==> src/rtl/clk_div_pkg.sv <==
// Shared types and helpers for the multi-channel clock-enable divider.
// The optional CLKDIV_GLITCHLESS_EN feature is handled in clk_div_chan.
package clk_div_pkg;

    typedef enum logic {
        DIV_PERIODIC = 1'b0,
        DIV_ONESHOT  = 1'b1
    } div_mode_t;

    localparam int DIV_MIN   = 1;
    localparam int DIV_W_MAX = 32;

    // A divisor of zero behaves as divide-by-one.
    function automatic logic [DIV_W_MAX-1:0] div_eff(input logic [DIV_W_MAX-1:0] div);
        return (div == '0) ? DIV_W_MAX'(DIV_MIN) : div;
    endfunction

endpackage

==> src/rtl/clk_div_chan.sv <==
// One divider channel: counter, mode, done flag and registered tick/level.
// Macro CLKDIV_GLITCHLESS_EN: divisor writes go to a shadow register and are
// applied only at a period boundary, while idle, or on sync.
// WIDTH is limited to 32 bits by the package helper.
module clk_div_chan
    import clk_div_pkg::*;
#(
    parameter int WIDTH       = 28,
    parameter int DEFAULT_DIV = 2
) (
    input  logic             clk,
    input  logic             rst_n,
    input  logic             en_i,
    input  logic             sync_i,
    input  logic             cfg_we_i,
    input  logic [WIDTH-1:0] cfg_div_i,
    input  logic             cfg_oneshot_i,
    output logic             tick_o,
    output logic             level_o,
    output logic             done_o
);

    localparam logic [WIDTH-1:0] DEF_DIV   = WIDTH'(DEFAULT_DIV);
    localparam logic             LEVEL_RST = ((DEFAULT_DIV >> 1) == 0);

    logic [WIDTH-1:0] div_q, div_d;
    logic [WIDTH-1:0] count_q, count_d;
    div_mode_t        mode_q, mode_d;
    logic             tick_q, tick_d;
    logic             level_q, level_d;
    logic             done_q, done_d;
`ifdef CLKDIV_GLITCHLESS_EN
    logic [WIDTH-1:0] shadow_q, shadow_d;
    logic             pend_q, pend_d;
`endif

    logic [WIDTH-1:0] divEff;
    logic             running;
    logic             wrapNow;

    function automatic logic [WIDTH-1:0] effOf(input logic [WIDTH-1:0] d);
        return WIDTH'(div_eff(DIV_W_MAX'(d)));
    endfunction

    function automatic logic levelAtZero(input logic [WIDTH-1:0] d);
        return ((effOf(d) >> 1) == '0);
    endfunction

    // Next-state: run/wrap first, then config write, then sync has the final say.
    always_comb begin
        div_d   = div_q;
        mode_d  = mode_q;
        count_d = count_q;
        tick_d  = 1'b0;
        level_d = level_q;
        done_d  = done_q;
`ifdef CLKDIV_GLITCHLESS_EN
        shadow_d = shadow_q;
        pend_d   = pend_q;
`endif
        divEff  = effOf(div_q);
        running = en_i && !done_q;
        // >= rather than == so a count left above a shrunken divisor still wraps.
        wrapNow = running && (count_q >= (divEff - WIDTH'(1)));

        if (running) begin
            if (wrapNow) begin
                count_d = '0;
                tick_d  = 1'b1;
                if (mode_q == DIV_ONESHOT) begin
                    done_d = 1'b1;
                end
            end else begin
                count_d = count_q + WIDTH'(1);
            end
            level_d = (count_d >= (divEff >> 1));
        end

        if (cfg_we_i) begin
            mode_d = div_mode_t'(cfg_oneshot_i);
            done_d = 1'b0;
`ifdef CLKDIV_GLITCHLESS_EN
            shadow_d = cfg_div_i;
            pend_d   = 1'b1;
`else
            div_d   = cfg_div_i;
            count_d = '0;
            level_d = levelAtZero(cfg_div_i);
`endif
        end

`ifdef CLKDIV_GLITCHLESS_EN
        if (pend_d && (wrapNow || !running || sync_i)) begin
            div_d  = shadow_d;
            pend_d = 1'b0;
            if (wrapNow) begin
                level_d = levelAtZero(shadow_d);
            end
        end
`endif

        if (sync_i) begin
            count_d = '0;
            tick_d  = 1'b0;
            done_d  = 1'b0;
            level_d = levelAtZero(div_d);
        end
    end

    // State registers with asynchronous active-low reset.
    always_ff @(posedge clk or negedge rst_n) begin
        if (!rst_n) begin
            div_q   <= DEF_DIV;
            mode_q  <= DIV_PERIODIC;
            count_q <= '0;
            tick_q  <= 1'b0;
            level_q <= LEVEL_RST;
            done_q  <= 1'b0;
`ifdef CLKDIV_GLITCHLESS_EN
            shadow_q <= DEF_DIV;
            pend_q   <= 1'b0;
`endif
        end else begin
            div_q   <= div_d;
            mode_q  <= mode_d;
            count_q <= count_d;
            tick_q  <= tick_d;
            level_q <= level_d;
            done_q  <= done_d;
`ifdef CLKDIV_GLITCHLESS_EN
            shadow_q <= shadow_d;
            pend_q   <= pend_d;
`endif
        end
    end

    assign tick_o  = tick_q;
    assign level_o = level_q;
    assign done_o  = done_q;

endmodule

==> src/rtl/clk_div_multi.sv <==
// Multi-channel runtime-programmable tick / clock-enable generator.
// Decodes the config write to one channel and fans sync out to all channels.
// Optional macro CLKDIV_GLITCHLESS_EN selects boundary-aligned divisor updates.
module clk_div_multi
    import clk_div_pkg::*;
#(
    parameter int CHANNELS    = 4,
    parameter int WIDTH       = 28,
    parameter int DEFAULT_DIV = 2
) (
    input  logic                                                clk,
    input  logic                                                rst_n,
    input  logic                                                cfg_we,
    input  logic [((CHANNELS > 1) ? $clog2(CHANNELS) : 1)-1:0] cfg_ch,
    input  logic [WIDTH-1:0]                                    cfg_div,
    input  logic                                                cfg_oneshot,
    input  logic [CHANNELS-1:0]                                 en,
    input  logic                                                sync,
    output logic [CHANNELS-1:0]                                 tick,
    output logic [CHANNELS-1:0]                                 level,
    output logic [CHANNELS-1:0]                                 done
);

    localparam int CH_W = (CHANNELS > 1) ? $clog2(CHANNELS) : 1;

    // Channel numbers at or above CHANNELS match no instance, so such writes vanish.
    for (genvar i = 0; i < CHANNELS; i++) begin : g_chan
        logic chWe;
        assign chWe = cfg_we && (cfg_ch == CH_W'(i));

        clk_div_chan #(
            .WIDTH       (WIDTH),
            .DEFAULT_DIV (DEFAULT_DIV)
        ) u_chan (
            .clk           (clk),
            .rst_n         (rst_n),
            .en_i          (en[i]),
            .sync_i        (sync),
            .cfg_we_i      (chWe),
            .cfg_div_i     (cfg_div),
            .cfg_oneshot_i (cfg_oneshot),
            .tick_o        (tick[i]),
            .level_o       (level[i]),
            .done_o        (done[i])
        );
    end

endmodule

==> config.mk <==
export PLATFORM = sky130hd
export DESIGN_NAME = clk_div_multi
export DESIGN_NICKNAME = d
export VERILOG_FILES = /design/src/rtl/clk_div_pkg.sv /design/src/rtl/clk_div_chan.sv /design/src/rtl/clk_div_multi.sv
export SDC_FILE = /design/constraint.sdc
export NUM_CORES = 1
export LEC_CHECK = 0
export ABC_AREA = 1
export BUFFER_PORTS_ARGS = -buffer_cell sky130_fd_sc_hd__buf_2
export CAP_MARGIN = 20
export CORE_MARGIN = 2
export CORE_UTILIZATION = 43
export CTS_BUF_LIST = sky130_fd_sc_hd__clkbuf_4 sky130_fd_sc_hd__clkbuf_8 sky130_fd_sc_hd__clkbuf_16
export DETAILED_ROUTE_END_ITERATION = 16
export PLACE_DENSITY = 0.56
export SYNTH_ARGS = -nofsm -noshare
export SYNTH_HDL_FRONTEND = slang
export SYNTH_SLANG_ARGS = --single-unit
==> constraint.sdc <==
create_clock -name clk -period 10.9 [get_ports clk]
set_clock_uncertainty 0.15 [all_clocks]
set_input_delay 1.09 -clock clk [delete_from_list [all_inputs] [get_ports clk]]
set_output_delay 1.09 -clock clk [all_outputs]
set_load 0.01 [all_outputs]
# == Yosys cells after proc, flatten, opt, wreduce, memory -nomap -nowiden ==
# Cells that the tools add are included.
# word_totals
elab_cells,167
out_inout_bits,12
inputBits,39
regBits,240
# op_classes
n_eq_ne,3
n_addsub,8
magnitude_cmp,8
muxes,77
reduce_logical,47
# ops
op,count
$mux 28,33
$logic_not 28->1,14
$add 28x1->28 const B,4
$ge 28x27->1,4
$ge 28x28->1,4
$sub 28x1->28 const B,4
$mux 1,44
$reduce_bool 3->1,12
$logic_and 1x1->1,12
$reduce_and 3->1,4
$eq 2x2->1 const B,2
$logic_not 1->1,4
$eq 2x1->1 const B,1
$logic_not 2->1,1

# == Depth between registers and ports, before layout ==
# depth
depth_word,11
ltp_mapped,43
mapped_depth_nobuf,41

# == Modules after synthesis ==
# Synthesis repeated with hierarchy kept, for this count alone.
# unflattened
hier_cells,2901
hier_area_um2,20833.7
# by_module_without_submodules
module,instances,area_per_inst_um2,seq_area_each_um2,cells_each
clk_div_chan (g_chan[1].u_chan ...),2,5203.7,1502.7,722
clk_div_chan (g_chan[3].u_chan),1,5246.3,1502.7,733
clk_div_chan (g_chan[0].u_chan),1,5149.9,1502.7,716
clk_div_multi,1,30.0,0.0,8

# == Worst setup path before layout ==
# Ideal clock, no wire load.
# synth_path
path_type,flip-flop to flip-flop
startpoint,reg g_chan[1].u_chan.div_q[1]
endpoint,reg g_chan[1].u_chan.level_q
setup_time_ns,0.117
path_stages_with_launch,41
t_arrival_ns,4.929
slack_ns,5.705
required_time_ns,10.633
n_path_buf,0
period_less_slack_ns,5.195
cell_sequence,dfstp_2 -> inv_1 -> nand2_1 -> nor3_1 -> nand3_1 -> nor3_1 -> nor2_2 -> ha_1 -> inv_2 -> nor2_2 -> inv_2 -> nor4_2 -> nand3_1 -> nor3_2 -> nand3_1 -> nor3_1 -> xor2_1 -> inv_1 -> [... 5 more ...] -> a21oi_1 -> nand3_1 -> nand2_1 -> inv_2 -> nor3_1 -> ha_1 -> a21oi_1 -> o21ai_0 -> nand3_1 -> a21oi_1 -> a211oi_1 -> nor2_1 -> nor2_1 -> nand3_1 -> nand2_1 -> nand2_1 -> nand2_1 -> nand2_1
# synth_via
elab_chain_len,11
word_cells_on_any_way,15
classes_between,add/sub (1); order compare (2); mux (8); reduce/logical (4)
# synth_lines
item,line,rtl
from (decl),clk_div_chan.sv:26,"logic [WIDTH-1:0] div_q, div_d;"
from (signal assigned),clk_div_chan.sv:124,div_q <= div_d;
$logic_not 28->1,clk_div_pkg.sv:15,return (div == '0) ? DIV_W_MAX'(DIV_MIN) : div;
$mux 28,clk_div_pkg.sv:15,
$sub 28x1->28,clk_div_chan.sv:64,wrapNow = running && (count_q >= (divEff - WIDTH'(1)));
$ge 28x28->1,clk_div_chan.sv:64,
$logic_and 1x1->1,clk_div_chan.sv:64,
$mux 28,clk_div_chan.sv:67,if (wrapNow) begin
$mux 28,clk_div_chan.sv:66,if (running) begin
$ge 28x27->1,clk_div_chan.sv:76,level_d = (count_d >= (divEff >> 1));
$mux 1,clk_div_chan.sv:66,
$mux 1,clk_div_chan.sv:79,if (cfg_we_i) begin
$mux 1 (*),clk_div_chan.sv:102,if (sync_i) begin
to (signal assigned),clk_div_chan.sv:128,level_q <= level_d;
to (decl),clk_div_chan.sv:30,"logic level_q, level_d;"
# Every way passes the cells marked *; elsewhere a longest branch is shown, timed or not. The select of a mux whose other input is x is not followed.
# A chain may end at the register's enable or synchronous reset.

# == Worst setup path in the final report ==
# Same ends and word-level chain as after synthesis.

==> results_dict.tcl <==
set metrics [dict create \
    gr-total-overflow 0 \
    ys_ff_latch 240 \
    cpMostUsedCell "nand2_1" \
    diodes 0 \
    post-route-period-util 0.655 \
    postPlaceCellArea_um2 21300 \
    cp_slowest_cell "dfstp_2" \
    gp_routability_congestion 0.897 \
    drt-initial-drc-count 1466 \
    nets 3209 \
    fp.dieArea_um2 49200 \
    hold_class "reg -> reg" \
    drive_above_1_share 0.0772 \
    synth_area_leader_cell "dfrtp_1" \
    cp_max_fo 19 \
    grt_start_max_net_pins 100 \
    ctsHoldBuffers 0 \
    synth_top_cell_area_share 0.289 \
    cts_tree "yes" \
    area_growth_pct 9.35 \
    power_leakage_nw 11.7 \
    post_cts_buffers 0 \
    finalCriticalPeriod_ns 7.14 \
    finalMaxSlewViolations 0 \
    ant_nets 0 \
    syn_area_um2 20400 \
    combPwrFrac 0.251 \
    start_kind "register" \
    cts.sinks 240 \
    yosys_most_used_dff "dfrtp_1" \
    final_cell_mix "597 x nand2_1, 518 x inv_1, 265 x nor2_1" \
    hold_depth 2 \
    switchingPower_mw 0.990 \
    p_per_area_nw_per_um2 125 \
    max_stage_delay_ns 0.56 \
    fmax_mhz 140 \
    dr.pass1.iters 8 \
    pwr-share-clk 0.371 \
    cp.arrival_ns 7.46 \
    nFillCells 4755 \
    reg2reg_slack_ns 3.76 \
    internal-power_mw 1.81 \
    gr-usage-all-layers 0.262 \
    antenna_found_initial 0 \
    drc 0 \
    vdd_drop_max_mv 0.124 \
    cp_top_family "simple AND/OR/NAND/NOR gates" \
    final_common_cell "nand2_1" \
    wl_per_cell_um 18.1 \
    rr_worst_depth 40 \
    core-area_um2 46800 \
    power_switching_share 0.354 \
    die_x_um 222 \
    synth-seq-area-share 0.294 \
    fin_util 0.478 \
    grt_pass1_wl_um 102000 \
    seqPwrFrac 0.377 \
    dp_hpwl_um 49900 \
    endpoint_kind "register" \
    clk_latency_ns 0.60 \
    worst_pin_slew_ns 0.982 \
    seqCellArea_um2 6010 \
    crit_type "reg -> reg" \
    viasPerCell 5.37 \
    clockBufferDepth 3 \
    start_util 0.437 \
    slew_headroom 0.345 \
    synth_edf_count 0 \
    via_count 19200 \
    cts-root-buf "clkbuf_16" \
    outcome "finished, final reports clean" \
    numPortBuffers 50 \
    avgSynthCellArea_um2 7.01 \
    die_y_um 222 \
    critPathBufInv 6 \
    path_clk_slew_ns 0.07 \
    h-tree-depth 1 \
    synth_cell_type_count 47 \
    synthArstFlopShare 1.00 \
    finalHoldViolCount 0 \
    fp-row-count 79 \
    setup_viol_count_final 0 \
    required_ns 11.22 \
    drt_wl_total_um 64600 \
    drv_cap 0 \
    cts_buffers 30 \
    netlist_instances 2914 \
    yosys_warnings 0 \
    final_cell_area_um2 22300 \
    pin_count 51 \
    cts.repair.resized 0 \
    rsz0062_at_grt "false" \
    netlist_top_cells_area "dfrtp_1 29%, ha_1 14%, nand2_1 11%" \
    grt_pass1_vias 18700 \
    multiInputGateArea_um2 12000 \
    totalNegativeSetupSlack_ns 0 \
    cp_num_cells 40 \
    syn_nets 3181 \
]
-- metal layers --
metal / up-vias / global-route usage / routed length, µm / part of all wire
met5: - / 0 / 0 / 0
met1: 9018 / 0.349 / 29400 / 0.46
met4: 0 / 0.0946 / 2380 / 0.037
met3: 115 / 0.0342 / 3080 / 0.048
met2: 486 / 0.435 / 29700 / 0.46
li1: 9551 / - / - / -
-- synthesized netlist by cell type (18+ instances only) --
cell,n
nor4_1,42
nor2_1,265
nand3_1,151
dfrtp_1,236
a21oi_1,101
ha_1,228
nand2_1,599
inv_1,518
nand4_1,70
o22ai_1,73
o21ai_0,152
nor3_1,83
nor2_2,18
clkbuf_1,51
o21ai_1,21
inv_2,48
xor2_1,122
-- through the flow --
| step | setup WS, ns | std cells | power [mW] | hold WS [ns] |
|---|---|---|---|---|
| 2_1_floorplan | 5.70 | 2914 | 1.54 | 0.300 |
| 3_3_place_gp | 3.85 | 3513 | 1.75 | 0.324 |
| 3_5_place_dp | 3.85 | 3515 | 1.77 | 0.326 |
| 4_1_cts | 3.82 | 3570 | 2.82 | 0.340 |
| 5_1_grt | 3.09 | 3572 | 2.97 | 0.379 |
| 6_report | 3.76 | 3572 | 2.80 | 0.340 |
-- worst reg2reg max path, delay by kind of cell (launching register included) --
kind            cells  cell delay (ns)
buf+inv             6             0.69
compound gates      5             0.59
simple gates       25             3.86
xor+xnor            1             0.28
flops               1             0.56
fa+ha+maj           3             0.88
-- cell families after synthesis --
kind of cell / Yosys count / share of synthesized area
AOI/OAI and AO/OA: 396 / 0.109
and+or+nand+nor: 1283 / 0.282
adders and majority gates: 228 / 0.140
xor gates and xnor gates: 128 / 0.0549
buffers and inverters: 639 / 0.120
DFF: 240 / 0.294
-- final cells by class --
cell class / count / share of cell area
inverter: 571 / 0.0960
timing repair buffer: 64 / 0.0189
sequential: 240 / 0.269
multi-input combinational: 2035 / 0.536
clock buffer: 46 / 0.0420
tap: 607 / 0.0340
clock inverter: 9 / 0.00347
-- flip-flops by register name, indices dropped and copies added (netlist names) --
register,flops
g_chan.u_chan.level_o,4
g_chan.u_chan.div_q,112
g_chan.u_chan.mode_q,4
g_chan.u_chan.count_q,112
g_chan.u_chan.tick_o,4
g_chan.u_chan.done_o,4
-- power groups by stage --
stage	Sequential (mW)	Clock (mW)	Combinational (mW)
after global routing	1.07	1.09	0.806
after floorplan	1.04	0	0.496
after global placement	1.07	0	0.685
after CTS	1.05	1.06	0.701
after detailed placement	1.07	0	0.696
final	1.06	1.04	0.703
-- worst paths after layout --
kind,startpoint,to
setup / recovery,g_chan[1].u_chan.div_q[1],g_chan[1].u_chan.level_o
max in group asynchronous,rst_n,g_chan[0].u_chan.count_q[18]
setup reg to reg,g_chan[1].u_chan.div_q[1],g_chan[1].u_chan.level_o
min in group asynchronous,rst_n,g_chan[2].u_chan.count_q[5]
hold reg to reg,g_chan[1].u_chan.mode_q,g_chan[1].u_chan.mode_q
hold / removal,g_chan[1].u_chan.mode_q,g_chan[1].u_chan.mode_q
No activity file was read; power rests on OpenSTA's default activity.
